--- src/rtl/aes_round_sequencer.sv ---
// rtl/aes_round_sequencer.sv - iterative AES-128 round controller driving one shared external round unit
module aes_round_sequencer #(
  parameter int NUM_ROUNDS = 10,
  parameter int ROUND_LAT  = 1
) (
  input  logic         clk,
  input  logic         reset,
  input  logic         flush,
  input  logic         in_valid,
  output logic         in_ready,
  input  logic [127:0] in_data,
  output logic [3:0]   key_idx,
  input  logic [127:0] rk_in,
  output logic [127:0] rnd_state_out,
  output logic [127:0] rnd_key_out,
  output logic         rnd_final,
  input  logic [127:0] rnd_state_in,
  output logic         out_valid,
  input  logic         out_ready,
  output logic [127:0] out_data,
  output logic         busy,
  output logic [3:0]   round
);

  localparam int              LW         = (ROUND_LAT > 1) ? $clog2(ROUND_LAT) : 1;
  localparam logic [3:0]      LAST_ROUND = 4'(NUM_ROUNDS);
  localparam logic [LW-1:0]   LAT_LAST   = LW'(ROUND_LAT - 1);

  typedef enum logic [1:0] {IDLE, RUN, DONE} state_t;

  state_t        state;
  state_t        state_next;
  logic [127:0]  state_reg;
  logic [LW-1:0] lat_cnt;
  logic          capture;

  assign capture = (state == RUN) && (lat_cnt == LAT_LAST);

  always_ff @(posedge clk or negedge reset) begin
    if (!reset) begin
      state <= IDLE;
    end else begin
      state <= state_next;
    end
  end

  always_comb begin
    state_next = state;
    case (state)
      IDLE:    if (in_valid) state_next = RUN;
      RUN:     if (capture && (round == LAST_ROUND)) state_next = DONE;
      DONE:    if (out_ready) state_next = IDLE;
      default: state_next = IDLE;
    endcase
    if (flush) state_next = IDLE;
  end

  always_comb begin
    in_ready      = (state == IDLE);
    busy          = (state != IDLE);
    out_valid     = (state == DONE);
    key_idx       = (state == RUN) ? round : 4'd0;
    rnd_final     = (state == RUN) && (round == LAST_ROUND);
    rnd_state_out = state_reg;
    rnd_key_out   = rk_in;
  end

  // flush leaves state_reg and out_data alone; only the sequencing state is cleared
  always_ff @(posedge clk or negedge reset) begin
    if (!reset) begin
      state_reg <= '0;
      round     <= 4'd0;
      lat_cnt   <= '0;
      out_data  <= '0;
    end else if (flush) begin
      round   <= 4'd0;
      lat_cnt <= '0;
    end else begin
      case (state)
        IDLE: begin
          if (in_valid) begin
            state_reg <= in_data ^ rk_in;
            round     <= 4'd1;
            lat_cnt   <= '0;
          end
        end
        RUN: begin
          if (capture) begin
            state_reg <= rnd_state_in;
            lat_cnt   <= '0;
            if (round == LAST_ROUND) begin
              out_data <= rnd_state_in;
            end else begin
              round <= round + 4'd1;
            end
          end else begin
            lat_cnt <= lat_cnt + LW'(1);
          end
        end
        DONE: begin
          if (out_ready) round <= 4'd0;
        end
        default: ;
      endcase
    end
  end

endmodule

--- config.mk ---
export PLATFORM = sky130hd
export DESIGN_NAME = aes_round_sequencer
export DESIGN_NICKNAME = d
export VERILOG_FILES = /design/src/rtl/aes_round_sequencer.sv
export SDC_FILE = /design/constraint.sdc
export NUM_CORES = 1
export LEC_CHECK = 0
export BUFFER_PORTS_ARGS = -buffer_cell sky130_fd_sc_hd__buf_2
export CAP_MARGIN = 15
export CORE_AREA = 2 2 308 310
export CTS_CLUSTER_DIAMETER = 60
export CTS_CLUSTER_SIZE = 20
export DETAILED_ROUTE_END_ITERATION = 6
export DIE_AREA = 0 0 310 312
export MAX_ROUTING_LAYER = met4
export REMOVE_ABC_BUFFERS = 1
export SETUP_SLACK_MARGIN = 0.15
export SLEW_MARGIN = 5
export SYNTH_ARGS = -nofsm -noshare
export SYNTH_HDL_FRONTEND = slang
export SYNTH_SLANG_ARGS = --single-unit
export TNS_END_PERCENT = 10
--- constraint.sdc ---
create_clock -name clk -period 2.05 [get_ports clk]
set_input_delay 0.205 -clock clk [delete_from_list [all_inputs] [get_ports clk]]
set_output_delay 0.205 -clock clk [all_outputs]
set_load 0.01 [all_outputs]
==> results of run 1 <==
==> per-layer routing <==
| layer | wire (microns) | part of all wire [%] | up-vias | global-route usage [%] |
|---|---|---|---|---|
| met5 | 0 | 0 | - | - |
| met4 | 2580 | 4.4 | 0 | 5.02 |
| met3 | 3620 | 6.2 | 96 | 1.96 |
| met2 | 28100 | 48 | 549 | 19.0 |
| met1 | 23700 | 41 | 5939 | 13.0 |
| li1 | - | - | 5927 | - |
==> layout by cell type, fill, tap and decap left out, types with 44 or more instances in the layout <==
cell type and instances:
a21oi_1 121, dlygate4sd3_1 157, o21ai_0 47, mux2_4 103, nand2_1 59, xnor2_1 128
buf_2 778, o21ai_2 56, nor2_1 129, dfrtp_1 263, buf_4 44, nand2_4 46
==> what timing repair did <==
| action | in CTS | in global routing |
|---|---|---|
| resized for setup | 157 | 163 |
| pin swaps | 49 | 52 |
| endpoints found under the setup margin | 235 | 178 |
| hold buffers | 157 | 0 |
| hold endpoints to repair | 310 | 0 |
| setup buffers | 11 | 3 |
| cloned | 5 | 6 |
==> power by group through the flow <==
stage	Sequential, mW	Clock (mW)	Combinational [mW]
after global placement	7.06	0	7.63
after CTS	7.15	5.71	8.79
after global routing	7.43	5.92	10.4
after floorplan	7.66	0	2.17
final	7.28	5.53	9.52
after detailed placement	7.10	0	7.70
==> metrics by stage <==
step                hold WS, ns  instance area, sq um  util [%]
global route             0.0111                 22300      24.0
global placement          0.250                 18400      19.8
finish                  -0.0203                 22300      24.0
detailed placement        0.255                 18400      19.8
CTS                    0.000364                 21700      23.3
floorplan               -0.0906                 12200         -
==> worst paths after layout <==
kind / startpoint / to / slack (ns)
min: rnd_state_in[96] / out_data[96] / -0.02
min reg2reg: rnd_state_out[68] / rnd_state_out[68] / 0.47
max: state[0] / rnd_state_out[28] / 0.05
min in group asynchronous: reset / out_data[0] / 0.23
max reg2reg: state[0] / rnd_state_out[28] / 0.05
max in group asynchronous: reset / out_data[97] / 1.12
==> cell families after synthesis <==
family,Yosys count,synth area share (%)
fa+ha+maj,6,0.552
buf+inv,206,10.5
flops,263,48.4
mux,129,13.5
simple gates,280,8.26
xor+xnor,128,8.25
compound gates,278,10.6
==> area by class of cell <==
class                           instances  area (sq um)
Clock buffer                           34           764
Multi-Input combinational cell        822          6350
Inverter                                6          22.5
Sequential cell                       263          6580
Clock inverter                         17           225
Tap cell                             1254          1570
Timing Repair Buffer                 1031          6810
Antenna cell                            3          7.51
Fill cell                            9970         70700
==> run summary, run 1 <==
layout cell share with drive strength beyond 1 = 55.5%
Final WS setup = 0.0454 ns
total power = 22.3 mW
Yosys top cell by area = dfrtp_1
Hold Fails Final Rpt = 1
Switching Share = 39.6%
most common cell in the netlist = dfrtp_1
Longest Clk Path Bufs = 3
clk_skew = 0.0110 ns
Worst EP required = 2.53 ns
hold path cells = 2
vias in the first global route = 12700
clock power share = 24.7%
placed cells = 3194
Area Overhead vs Synth = 64.2%
port buffer count = 784
status = finished with violations
I/O pin total = 785
Synth top cells by count = dfrtp_1 (263), a21oi_1 (132), buf_4 (130)
Core Box Area = 0.0930 sq mm
Leak = 11.5 nW
relative slew slack = 56.6%
Tmin final = 2.00 ns
worst hold slack = -0.0203 ns
die area = 0.0967 sq mm
overall die width = 310 microns
drt wl/cell = 16.9 microns
initial core utilization = 14.6%
root buf cell = clkbuf_16
ranking of synthesized cells by area = dfrtp_1 (48%), mux2_4 (11%), xnor2_1 (8.2%)
failing checks = negative hold slack
remaining antenna violation count = 0
CP top delay family = buffers and inverters
global-route wire length before repair = 79300 microns
Post-Place Worst Slack = -0.0104 ns
Syn Inst Count = 1290
# rows = 112
routability congestion estimate = 0.935
Ys Warns = 0
unrepaired setup endpoints after global routing = true
GRT Overall Usage = 11.3%
drt total wl = 58000 microns
setup tns final = 0 ns
crit path max fanout = 17
r2r worst-path depth = 8
largest net degree at the start of global routing = 66
Fmax achieved = 0.499 GHz
die span in y = 312 microns
max incr delay on CP = 0.42 ns
CTS Buf Count = 29
Avg Cell Area, Syn = 10.5 sq um
peak supply drop = 0.559 mV
Sw Pwr = 8.85 mW
Crit path depth = 8
class of the most critical setup path = reg2reg
pwr dens = 1000 mW/mm^2
detailed-route DRC error count = 0
Final Cycle Share = 97.8%
CP Launch Type = register
Worst-Margin Slew = 0.652 ns
DR vias = 12500
sequential share of power = 32.6%
htree depth = 1
worst skew pair latency = 0.59 ns
max_cap viols = 0
worst hold path class = in2reg
Post-synth EDFFs = 0
Buf/Inv on CP = 5
final setup vio count = 0
mapped cell area = 0.0136 sq mm
post-DP HPWL = 42900 microns
top_reg_cell synth = dfrtp_1
Synth top area share = 48.4%
Yosys cell types = 40
CTS tree = yes
grt ovf = 0
Int Pwr = 13.5 mW
CP endpoint kind = register
initial antenna violation count = 4
clk sink count = 263
post-synthesis sequential area ratio = 48.4%
drt pass-1 iters = 4
worst path cell trace = ha_4 -> buf_12 -> buf_12 -> buf_4 -> o2111ai_4 -> buf_12 -> clkbuf_16 -> o21ai_2
vias per inst = 3.65
non-filler cells, final = 3430
combinational share of power = 42.6%
Yosys reg bits = 263
Final nets = 2548
CTS clk-pin slew, worst paths = 0.07 ns
slowest stage cell, crit path = dfrtp_1
Worst EP arrival = 2.48 ns
Starting DRT DRC Count = 624
final max-slew violation count = 0
cell mode on critical path = buf_12
asr flop ratio synth = 100%
Note: power is estimated with default switching activity, not from simulation.
==> run 2: changes to the inputs <==
--- a/config.mk
+++ b/config.mk
@@ -14,7 +14,6 @@
 export DIE_AREA = 0 0 310 312
 export MAX_ROUTING_LAYER = met4
 export REMOVE_ABC_BUFFERS = 1
-export SETUP_SLACK_MARGIN = 0.15
 export SLEW_MARGIN = 5
 export SYNTH_ARGS = -nofsm -noshare
 export SYNTH_HDL_FRONTEND = slang
==> constraint.sdc (replaced) <==
create_clock -name clk -period 2.56 [get_ports clk]
set_input_delay 0.256 -clock clk [delete_from_list [all_inputs] [get_ports clk]]
set_output_delay 0.256 -clock clk [all_outputs]
set_load 0.01 [all_outputs]
==> run summary, run 2 (synthesis gave the netlist of run 1 again) <==
met3 Use GR = 1.79%
CP endpoint kind = register
max_cap viols = 0
Worst-Margin Slew = 0.636 ns
port buffer count = 784
die span in y = 312 microns
Hold Fails Final Rpt = 0
worst hold path class = in2reg
CTS tree = yes
post-DP HPWL = 43000 microns
crit path max fanout = 29
status = finished, final reports clean
met2 usage = 18.0%
global-route wire length before repair = 76600 microns
fillcell total = 10200
most frequent cells in the layout = buf_2 (783), dfrtp_1 (263), a21oi_1 (132), dlygate4sd3_1 (131)
Final nets = 2471
post-CTS setup buffer count = 0
clock power share = 27.3%
drt wl/cell = 16.1 microns
GRT busiest layer = met2
# rows = 112
Sw Pwr = 6.27 mW
vias in the first global route = 12200
unrepaired setup endpoints after global routing = false
pwr dens = 776 mW/mm^2
final setup vio count = 0
clk sink count = 263
class of the most critical setup path = reg2reg
CP Launch Type = register
grt ovf = 0
Fmax achieved = 0.442 GHz
peak supply drop = 0.517 mV
setup tns final = 0 ns
Tmin final = 2.26 ns
DR vias = 12100
GRT Overall Usage = 10.8%
Core Box Area = 0.0930 sq mm
Final Cycle Share = 88.4%
Int Pwr = 9.63 mW
I/O pin total = 785
clk_skew = 0.0142 ns
Switching Share = 39.4%
met1 Usage GRT = 12.7%
final max-slew violation count = 0
Worst EP arrival = 2.73 ns
remaining antenna violation count = 0
detailed-route DRC error count = 0
most common cell after layout, fill and taps aside = buf_2
Leak = 10.7 nW
root buf cell = clkbuf_16
initial antenna violation count = 3
worst hold slack = 0.0668 ns
layout cell share with drive strength beyond 1 = 48.2%
Area Overhead vs Synth = 50.7%
relative slew slack = 57.6%
worst skew pair latency = 0.59 ns
hold path cells = 5
CTS clk-pin slew, worst paths = 0.07 ns
register cell area after layout = 0.00658 sq mm
htree depth = 1
Worst EP required = 3.03 ns
r2r worst-path depth = 7
drt pass-1 iters = 4
drt total wl = 54200 microns
combinational share of power = 37.4%
# resized after CTS = 0
CTS Buf Count = 28
die area = 0.0967 sq mm
multi-input logic area = 0.00563 sq mm
largest net degree at the start of global routing = 91
vias per inst = 3.61
sequential share of power = 35.3%
overall die width = 310 microns
routability congestion estimate = 0.903
Starting DRT DRC Count = 666
initial core utilization = 14.6%
Longest Clk Path Bufs = 3
==> run 2: final cells by class <==
cell class | instances | area share, %
antenna | 3 | 0.0367
clock inverter | 20 | 1.11
sequential | 263 | 32.1
tap | 1254 | 7.66
clock buffer | 32 | 3.70
timing repair buffer | 956 | 27.8
inverter | 6 | 0.110
multi-input combinational | 821 | 27.5
==> run 2: through the flow <==
step | instance area [sq um] | util, % | setup slack, ns | std cells | power, mW
finish | 20500 | 22.0 | 0.298 | 3355 | 15.9
global route | 20500 | 22.0 | 0.187 | 3355 | 17.0
CTS | 20500 | 22.0 | 0.296 | 3352 | 16.3
detailed placement | 18200 | 19.5 | 0.319 | 3169 | 11.7
global placement | 18200 | 19.5 | 0.399 | 3169 | 11.6
floorplan | 12200 | - | -8.46 | 1090 | 8.30
==> run 2: worst max-delay path: stages, from the launching register on <==
cell and delay [ns]:
dfrtp_1 0.42, inv_1 0.12, ha_1 0.22, nand3b_4 0.12, nor2_2 0.24, nand2_8 0.30, buf_12 0.32, mux2_4 0.32
==> run 2: worst paths after layout <==
path / to / slack, ns / from
worst min-delay path: rnd_state_out[94] / 0.07 / in_data[94]
min in group asynchronous: rnd_state_out[117] / 0.21 / reset
worst min register to register: rnd_state_out[68] / 0.47 / rnd_state_out[68]
worst max register to register: out_data[115] / 0.30 / round[0]
worst max-delay path: out_data[115] / 0.30 / round[0]
max in group asynchronous: state[0] / 1.54 / reset
==> run 2: power by group through the flow <==
stage / sequential (mW) / combinational (mW) / clock, mW
6_report: 5.61 / 5.95 / 4.34
4_1_cts: 5.62 / 6.13 / 4.53
5_1_grt: 5.74 / 6.62 / 4.68
2_1_floorplan: 6.31 / 1.99 / 0
3_3_place_gp: 5.65 / 5.92 / 0
3_5_place_dp: 5.68 / 5.97 / 0
==> run 2: routing by layer <==
metal / share of wire [%] / vias up
li1: - / 5762
met1: 41 / 5688
met2: 48 / 551
met4: 4.4 / 0
met3: 6.3 / 95
met5: 0 / -
==> run 2: timing repair <==
| item | 4_1_cts | 5_1_grt |
|---|---|---|
| hold buffers | 131 | 0 |
| setup endpoints to repair | 0 | 0 |
| endpoints found under the hold margin | 295 | 0 |
==> run 3: changes to the inputs <==
--- a/config.mk
+++ b/config.mk
@@ -8,11 +8,13 @@
 export BUFFER_PORTS_ARGS = -buffer_cell sky130_fd_sc_hd__buf_2
 export CAP_MARGIN = 15
 export CORE_AREA = 2 2 308 310
+export CTS_BUF_LIST = sky130_fd_sc_hd__clkbuf_4
 export CTS_CLUSTER_DIAMETER = 60
 export CTS_CLUSTER_SIZE = 20
 export DETAILED_ROUTE_END_ITERATION = 6
 export DIE_AREA = 0 0 310 312
 export MAX_ROUTING_LAYER = met4
+export PLACE_DENSITY = 0.37
 export REMOVE_ABC_BUFFERS = 1
 export SLEW_MARGIN = 5
 export SYNTH_ARGS = -nofsm -noshare
==> run summary, run 3 (synthesis gave the netlist of run 1 again) <==
status = finished, final reports clean
Final nets = 2729
clk sink count = 263
peak supply drop = 0.341 mV
post-CTS setup buffer count = 0
vias per inst = 3.58
combinational share of power = 41.5%
final setup vio count = 0
clock power share = 20.1%
Switching Share = 38.8%
Crit Reg-Reg Startpoint = state[0]
most common cell after layout, fill and taps aside = buf_2
relative slew slack = 49.4%
Worst EP arrival = 2.97 ns
worst path cell trace = inv_1 -> ha_1 -> mux2_2 -> and3_1 -> o32ai_1 -> dlygate4sd3_1
Int Pwr = 8.91 mW
worst skew pair latency = 0.76 ns
detailed-route DRC error count = 0
vias in the first global route = 13700
Area Overhead vs Synth = 66.4%
Core Box Area = 0.0930 sq mm
Hold Fails Final Rpt = 0
max incr delay on CP = 0.58 ns
most frequent cells in the layout = buf_2 (783), dlygate4sd3_1 (384), dfrtp_1 (263), a21oi_1 (132)
register cell area after layout = 0.00658 sq mm
multi-input logic area = 0.00563 sq mm
largest net degree at the start of global routing = 119
Longest Clk Path Bufs = 3
# resized after CTS = 0
initial core utilization = 14.6%
htree depth = 2
r2r worst-path depth = 6
CTS Buf Count = 34
worst setup path endpoint = round[0]
I/O pin total = 785
Post-Place Worst Slack = 0.256 ns
pwr dens = 644 mW/mm^2
clk_skew = 0.0802 ns
final max-slew violation count = 0
Worst EP required = 3.21 ns
Worst-Margin Slew = 0.759 ns
CP top delay family = buffers and inverters
Buf/Inv on CP = 2
global-route wire length before repair = 78400 microns
CP endpoint kind = register
die span in y = 312 microns
DR vias = 12900
layout cell share with drive strength beyond 1 = 42.9%
grt ovf = 0
Fmax achieved = 0.432 GHz
Final WS setup = 0.243 ns
unrepaired setup endpoints after global routing = false
CTS tree = yes
routability congestion estimate = 0.838
slowest stage cell, crit path = dlygate4sd3_1
max_cap viols = 0
Worst Setup SP = state[0]
Hold Buf Count CTS = 384
CTS clk-pin slew, worst paths = 0.13 ns
die area = 0.0967 sq mm
Tmin final = 2.32 ns
Starting DRT DRC Count = 394
class of the most critical setup path = reg2reg
Sw Pwr = 5.64 mW
reg2reg setup slack = 0.24 ns
# rows = 112
overall die width = 310 microns
Leak = 11.6 nW
remaining antenna violation count = 0
drt pass-1 iters = 4
drt wl/cell = 14.7 microns
root buf cell = clkbuf_4
GRT Overall Usage = 10.7%
port buffer count = 784
fillcell total = 10200
crit path max fanout = 6
worst hold path class = in2async
Worst R2R End = round[0]
Crit path depth = 6
post-DP HPWL = 39500 microns
Final Cycle Share = 90.5%
drt total wl = 53100 microns
sequential share of power = 38.4%
initial antenna violation count = 4
CP Launch Type = register
final core occ = 24.3%
## run 3: cell count changes in the layout (fill, tap and decap cells not counted), moves of 3 or more
cell           before  now
clkbuf_4            0   36
buf_4              30   24
bufinv_16           1    5
buf_12             11   16
inv_6               3    0
clkbuf_16          29    0
clkinv_4            6    2
clkinv_1            0    9
dlygate4sd3_1     131  384
## run 3: layer usage
metal	wire length, microns	track usage (%)
met4	1980	4.06
met1	20000	11.0
met2	27600	19.6
met3	3490	2.37
met5	0	-
## run 3: final cells by class
| class | count | share of cell area (%) |
|---|---|---|
| repair buffers | 1208 | 36.6 |
| flip-flops and latches | 263 | 29.1 |
| multi-input cells | 821 | 24.9 |
| well taps | 1254 | 6.94 |
| clock buffers | 36 | 1.19 |
| clock inverters | 23 | 1.13 |
| inverters | 6 | 0.0996 |
| diodes | 5 | 0.0553 |
## run 3: power groups by stage
stage	registers [mW]	logic, mW	clock network (mW)
2_1_floorplan	6.31	1.99	0
3_3_place_gp	5.66	5.52	0
3_5_place_dp	5.69	5.54	0
4_1_cts	5.61	6.16	3.17
5_1_grt	5.73	6.73	3.33
6_report	5.59	6.04	2.93
## run 3: how the worst min path moves through the flow
stage,start,cells past startpoint,slack (ns),to
3_3_place_gp,reset,1,0.34,rnd_state_out[8]
6_report,reset,2,0.13,rnd_state_out[118]
2_1_floorplan,reset,0,-0.04,lat_cnt
3_5_place_dp,reset,1,0.34,rnd_state_out[8]
4_1_cts,reset,2,0.02,rnd_state_out[118]
5_1_grt,reset,2,0.07,rnd_state_out[8]
## run 3: metrics by stage
step                std cells  hold slack [ns]   TNS, ns  cell area, sq um  total power, mW
floorplan                1090          -0.0396  -1835.75             12200             8.30
global placement         3168            0.338         0             18200             11.2
detailed placement       3168            0.335         0             18200             11.2
CTS                      3611           0.0220         0             22600             14.9
global route             3616           0.0715         0             22600             15.8
finish                   3616            0.128         0             22600             14.6
